### src/rtl/logic_op_pipe_pkg.sv
// Opcode encodings shared by the logic pipeline, its core and its bus interface.
package logic_pkg;
  localparam int OP_W = 3;

  localparam logic [OP_W-1:0] OP_AND  = 3'd0;
  localparam logic [OP_W-1:0] OP_OR   = 3'd1;
  localparam logic [OP_W-1:0] OP_XOR  = 3'd2;
  localparam logic [OP_W-1:0] OP_NAND = 3'd3;
  localparam logic [OP_W-1:0] OP_NOR  = 3'd4;
  localparam logic [OP_W-1:0] OP_XNOR = 3'd5;
  localparam logic [OP_W-1:0] OP_NOT  = 3'd6;
  localparam logic [OP_W-1:0] OP_AOI  = 3'd7;
endpackage

### src/rtl/logic_op_pipe_if.sv
// Operand/result bus of logic_op_pipe; LOGIC_REDUCE_EN adds the reduction outputs.
// Handshake: a beat transfers on a rising clk edge where valid & ready are both high;
// a producer holding valid high keeps its payload stable until that edge.
interface logic_op_pipe_if
  import logic_pkg::*;
#(
  parameter int WIDTH = 8,
  parameter int CNT_W = 16
);
  logic             in_valid;
  logic             in_ready;
  logic [OP_W-1:0]  in_op;
  logic [WIDTH-1:0] in_a;
  logic [WIDTH-1:0] in_b;
  logic [WIDTH-1:0] in_c;
  logic             out_valid;
  logic             out_ready;
  logic [WIDTH-1:0] out_y;
  logic [CNT_W-1:0] out_cnt;
`ifdef LOGIC_REDUCE_EN
  logic             out_any;
  logic             out_all;
  logic             out_par;
`endif

  modport master (
    output in_valid, in_op, in_a, in_b, in_c, out_ready,
    input  in_ready, out_valid, out_y, out_cnt
`ifdef LOGIC_REDUCE_EN
    , input out_any, out_all, out_par
`endif
  );

  modport slave (
    input  in_valid, in_op, in_a, in_b, in_c, out_ready,
    output in_ready, out_valid, out_y, out_cnt
`ifdef LOGIC_REDUCE_EN
    , output out_any, out_all, out_par
`endif
  );
endinterface

### src/rtl/logic_op_pipe_core.sv
// Purely combinational bitwise logic unit: (op, a, b, c) -> y.
module logic_op_core
  import logic_pkg::*;
#(
  parameter int WIDTH = 8
) (
  input  logic [OP_W-1:0]  op,
  input  logic [WIDTH-1:0] a,
  input  logic [WIDTH-1:0] b,
  input  logic [WIDTH-1:0] c,
  output logic [WIDTH-1:0] y
);
  always_comb begin
    y = '0;
    case (op)
      OP_AND:  y = a & b;
      OP_OR:   y = a | b;
      OP_XOR:  y = a ^ b;
      OP_NAND: y = ~(a & b);
      OP_NOR:  y = ~(a | b);
      OP_XNOR: y = ~(a ^ b);
      OP_NOT:  y = ~a;
      OP_AOI:  y = (a & b) | ~c;
    endcase
  end
endmodule

### src/rtl/logic_op_pipe.sv
// Two-stage valid/ready pipelined logic unit with a completed-result counter.
// LOGIC_REDUCE_EN adds registered any/all/parity reductions of out_y.
module logic_op_pipe
  import logic_pkg::*;
#(
  parameter int WIDTH = 8,
  parameter int CNT_W = 16
) (
  input  logic            clk,
  input  logic            rst,
  logic_op_pipe_if.slave  bus
);
  logic             s1_valid;
  logic [WIDTH-1:0] s1_y;
  logic             out_valid_q;
  logic [WIDTH-1:0] out_y_q;
  logic [CNT_W-1:0] cnt_q;
  logic [WIDTH-1:0] core_y;
  logic             s1_adv;
  logic             s2_adv;

  logic_op_core #(.WIDTH(WIDTH)) u_core (
    .op (bus.in_op),
    .a  (bus.in_a),
    .b  (bus.in_b),
    .c  (bus.in_c),
    .y  (core_y)
  );

  // No skid buffer: a stall at the output ripples straight back to in_ready.
  assign s2_adv = !out_valid_q || bus.out_ready;
  assign s1_adv = !s1_valid || s2_adv;

  always_ff @(posedge clk) begin
    if (rst) begin
      s1_valid    <= 1'b0;
      s1_y        <= '0;
      out_valid_q <= 1'b0;
      out_y_q     <= '0;
      cnt_q       <= '0;
    end else begin
      if (s1_adv) begin
        s1_valid <= bus.in_valid;
        if (bus.in_valid) s1_y <= core_y;
      end
      if (s2_adv) begin
        out_valid_q <= s1_valid;
        if (s1_valid) out_y_q <= s1_y;
      end
      if (out_valid_q && bus.out_ready) cnt_q <= cnt_q + CNT_W'(1);
    end
  end

  assign bus.in_ready  = s1_adv;
  assign bus.out_valid = out_valid_q;
  assign bus.out_y     = out_y_q;
  assign bus.out_cnt   = cnt_q;

`ifdef LOGIC_REDUCE_EN
  logic any_q;
  logic all_q;
  logic par_q;

  // Reductions travel with out_y so they share its stall behaviour.
  always_ff @(posedge clk) begin
    if (rst) begin
      any_q <= 1'b0;
      all_q <= 1'b0;
      par_q <= 1'b0;
    end else if (s2_adv && s1_valid) begin
      any_q <= |s1_y;
      all_q <= &s1_y;
      par_q <= ^s1_y;
    end
  end

  assign bus.out_any = any_q;
  assign bus.out_all = all_q;
  assign bus.out_par = par_q;
`endif
endmodule

### src/flat_wrapper.sv
// flat-port wrapper written by rule: the top's interface ports become plain ports
module logic_op_pipe_flat import logic_pkg::*;
#(
  parameter int WIDTH = 8,
  parameter int CNT_W = 16
)
  (clk, rst, bus_in_valid, bus_in_op, bus_in_a, bus_in_b, bus_in_c, bus_out_ready, bus_in_ready, bus_out_valid, bus_out_y, bus_out_cnt);
  logic_op_pipe_if #(.WIDTH(WIDTH), .CNT_W(CNT_W)) bus_i ();
  input  logic clk;
  input  logic rst;
  input wire logic [$bits(bus_i.in_valid)-1:0] bus_in_valid;
  input wire logic [$bits(bus_i.in_op)-1:0] bus_in_op;
  input wire logic [$bits(bus_i.in_a)-1:0] bus_in_a;
  input wire logic [$bits(bus_i.in_b)-1:0] bus_in_b;
  input wire logic [$bits(bus_i.in_c)-1:0] bus_in_c;
  input wire logic [$bits(bus_i.out_ready)-1:0] bus_out_ready;
  output wire logic [$bits(bus_i.in_ready)-1:0] bus_in_ready;
  output wire logic [$bits(bus_i.out_valid)-1:0] bus_out_valid;
  output wire logic [$bits(bus_i.out_y)-1:0] bus_out_y;
  output wire logic [$bits(bus_i.out_cnt)-1:0] bus_out_cnt;
  assign bus_i.in_valid = bus_in_valid;
  assign bus_i.in_op = bus_in_op;
  assign bus_i.in_a = bus_in_a;
  assign bus_i.in_b = bus_in_b;
  assign bus_i.in_c = bus_in_c;
  assign bus_i.out_ready = bus_out_ready;
  assign bus_in_ready = bus_i.in_ready;
  assign bus_out_valid = bus_i.out_valid;
  assign bus_out_y = bus_i.out_y;
  assign bus_out_cnt = bus_i.out_cnt;
  logic_op_pipe #(.WIDTH(WIDTH), .CNT_W(CNT_W)) u_core (.clk(clk), .rst(rst), .bus(bus_i));
endmodule
### config.mk
export PLATFORM = sky130hd
export DESIGN_NAME = logic_op_pipe_flat
export DESIGN_NICKNAME = d
export VERILOG_FILES = /design/src/rtl/logic_op_pipe_pkg.sv /design/src/rtl/logic_op_pipe_if.sv /design/src/rtl/logic_op_pipe_core.sv /design/src/rtl/logic_op_pipe.sv /design/src/flat_wrapper.sv
export SDC_FILE = /design/constraint.sdc
export NUM_CORES = 1
export LEC_CHECK = 0
export ABC_AREA = 1
export BUFFER_PORTS_ARGS = -buffer_cell sky130_fd_sc_hd__buf_2
export CAP_MARGIN = 20
export CORE_ASPECT_RATIO = 1.2
export CORE_MARGIN = 3
export CORE_UTILIZATION = 30
export CTS_CLUSTER_SIZE = 30
export DETAILED_ROUTE_END_ITERATION = 6
export GPL_TIMING_DRIVEN = 0
export SLEW_MARGIN = 20
export SYNTH_ARGS = -nofsm -noshare
export SYNTH_HDL_FRONTEND = slang
export SYNTH_HIERARCHICAL = 1
export SYNTH_SLANG_ARGS = --single-unit
### constraint.sdc
create_clock -name clk -period 1.79 [get_ports clk]
set_clock_uncertainty 0.2 [all_clocks]
set_input_delay 0.179 -clock clk [delete_from_list [all_inputs] [get_ports clk]]
set_output_delay 0.179 -clock clk [all_outputs]
set_load 0.005 [all_outputs]
==> results_dict.tcl <==
set metrics [dict create \
    outcome "finished, final reports clean" \
    dr.pass1.iters 7 \
    synth_area_um2 2310 \
    holdCritPathClass "in2reg" \
    hold_start "bus_out_ready" \
    dp.cells 525 \
    synth_edf_count 0 \
    fmax_ghz 0.624 \
    n_antenna_cell 0 \
    synth_area_leaders "dfxtp_1, nand2_1, nor2_1" \
    cp.required_ps 1770 \
    drt_first_iter_violations 101 \
    place_congestion 0.799 \
    synth_top_area_cell "dfxtp_1" \
    vias 2463 \
    drv_cap 0 \
    rows 34 \
    cp_max_fo 6 \
    drcViolationCount 0 \
    crit_path_end_kind "flip-flop" \
    tritoncts_num_sinks 34 \
    grt_usage_pct 13.5 \
    cts_tree "done" \
    dp_hpwl_um 4500 \
    fp.dieW_um 86.1 \
    power_uw 1700 \
    drt-total-wl_um 5770 \
    synth.distinct_cells 22 \
    h-tree-depth 2 \
    final_layout_size_suffix_gt1_share_pct 18.9 \
    reg2reg_from "u_core/bus.out_cnt[1]$_SDFFE_PP0P_" \
    wl_per_cell_um 10.8 \
    critPathKind "reg2reg" \
    async_flop_share_pct 0 \
    io_buffers 56 \
    report.final.slew_viol_count 0 \
    final_antenna_net_count 0 \
    core_area_um2 7360 \
    critPathArrivalTime_ps 1580 \
    grt_remaining_overflow 0 \
    root_buffer "clkbuf_8" \
    num-nets-final 492 \
    hold_violations 0 \
    utilization_pct 38.3 \
    grt_pass1_wl_um 9630 \
    via_per_inst 4.60 \
    synth_seq_cells 34 \
    initial_utilization_pct 31.4 \
    tns_ps 0 \
    rsz0062_at_grt "false" \
    synth_most_common_cell "nand2_1" \
    clockBufferDepth 2 \
    syn_area_per_cell_um2 6.10 \
    grt_start_max_net_pins 12 \
    peakVddDrop_mv 0.242 \
    worstSetupStartpoint "u_core/bus.out_cnt[1]$_SDFFE_PP0P_" \
    worst_pin_slew_ps 646 \
    postSynthCellCount 379 \
    fin_crit_sh_pct 89.5 \
    dpl_worst_slack_ps 9.57 \
    setup_ws_ps 188 \
    maxSlewHeadroom_pct 56.7 \
    start_kind "flip-flop" \
    numCtsBuffers 5 \
    die_h_um 102 \
    synthFlopType "dfxtp_1" \
    areaGrowthSynthToFinish_pct 22.1 \
    yosys-top-cells-count "nand2_1, nor2_1, inv_1" \
    yosysSeqAreaShare_pct 29.5 \
    leakagePower_uw 0.00153 \
    clk_pin_slew_ps 80 \
    synth_nets 427 \
    die_area_um2 8800 \
    post-route-min-period_ps 1600 \
    ios 57 \
    setup_viol 0 \
    antenna_found_initial 0 \
    p_per_area_nw_per_um2 603 \
    synth_top_area_share_pct 29.5 \
    insertion_delay_ps 280 \
    fin_cells 535 \
    synth_warnings 6 \
    grt_pass1_vias 2229 \
]
[kinds of logic (layout without fill, tap and decap cells)]
| family | after synthesis | in the layout | share of synthesized area [%] |
|---|---|---|---|
| compound gates | 35 | 35 | 7.80 |
| fa+ha+maj | 17 | 17 | 9.20 |
| buf+inv | 61 | 127 | 10.2 |
| flops | 34 | 34 | 29.5 |
| simple gates | 232 | 232 | 43.3 |
[per-stage QoR]
| stage | hold WS [ps] | cell area (um2) |
|---|---|---|
| after floorplan | 48.1 | 2310 |
| after global placement | 204 | 2700 |
| after detailed placement | 208 | 2700 |
| after CTS | 16.8 | 2810 |
| after global routing | 71.4 | 2820 |
| final | 25.8 | 2820 |
[critical path, cell delays in order (launching register included)]
cell	delay, ps
dfxtp_2	360
ha_2	190
nand3_1	130
nor3_4	290
buf_4	170
nand3_1	60
nand2_1	60
a21oi_1	40
[per-layer routing]
layer	vias up	global-route usage, %	wire [um]
met5	-	0	0
met4	0	6.82	79
met3	6	1.77	257
met2	58	23.4	2820
met1	1079	16.3	2610
li1	1320	-	-
[layout make-up]
cell class              count  area (um2)
fillers                   826        4540
multi-input cells         284        1400
flip-flops and latches     34         683
repair buffers             58         298
inverters                  55         206
well taps                  90         113
clock buffers               6        82.6
plain buffers               6        30.0
clock inverters             2        12.5
[power by group]
group	internal, uW	leakage (uW)	total, uW	switching (uW)
Sequential	790	0.000279	807	16.8
Clock	309	0.0000472	580	271
Combinational	124	0.00120	315	191
[cell usage in the layout (no fill, tap or decap), drive strengths merged]
cell | netlist | routed
nand3 | 28 | 28
o21a | 1 | 1
clkinvlp | 0 | 1
dfxtp | 34 | 34
dlygate4sd3 | 0 | 1
nor2 | 83 | 83
nand3b | 8 | 8
o21ai | 22 | 22
o21bai | 1 | 1
buf | 4 | 61
nand2 | 99 | 99
inv | 55 | 55
clkbuf | 2 | 8
nor3 | 5 | 5
clkinv | 0 | 1
ha | 17 | 17
nand4 | 9 | 9
a21oi | 11 | 11
[registers in the layout, summed over array words and instances, names as in the netlist]
register              count
u_core/bus.out_valid      1
u_core/bus.out_y          8
u_core/bus.out_cnt       16
u_core/s1_y               8
u_core/s1_valid           1
[final timing paths]
| kind | endpoint | slack (ps) | depth (start not counted) |
|---|---|---|---|
| max reg2reg | u_core/bus.out_cnt[8]$_SDFFE_PP0P_ | 190 | 7 |
| min reg2reg | u_core/bus.out_y[1]$_SDFFE_PP0P_ | 280 | 2 |
| min | u_core/bus.out_valid$_SDFFE_PP0P_ | 30 | 4 |
| max | u_core/bus.out_cnt[8]$_SDFFE_PP0P_ | 190 | 7 |
[repair_timing]
action | CTS | global route
endpoints found under the setup margin | 0 | 1
gates resized for setup | 0 | 3
buffers inserted | 0 | 1
hold buffers | 1 | 0
hold endpoints to repair | 3 | 0
(Power assumes the default switching activity.)
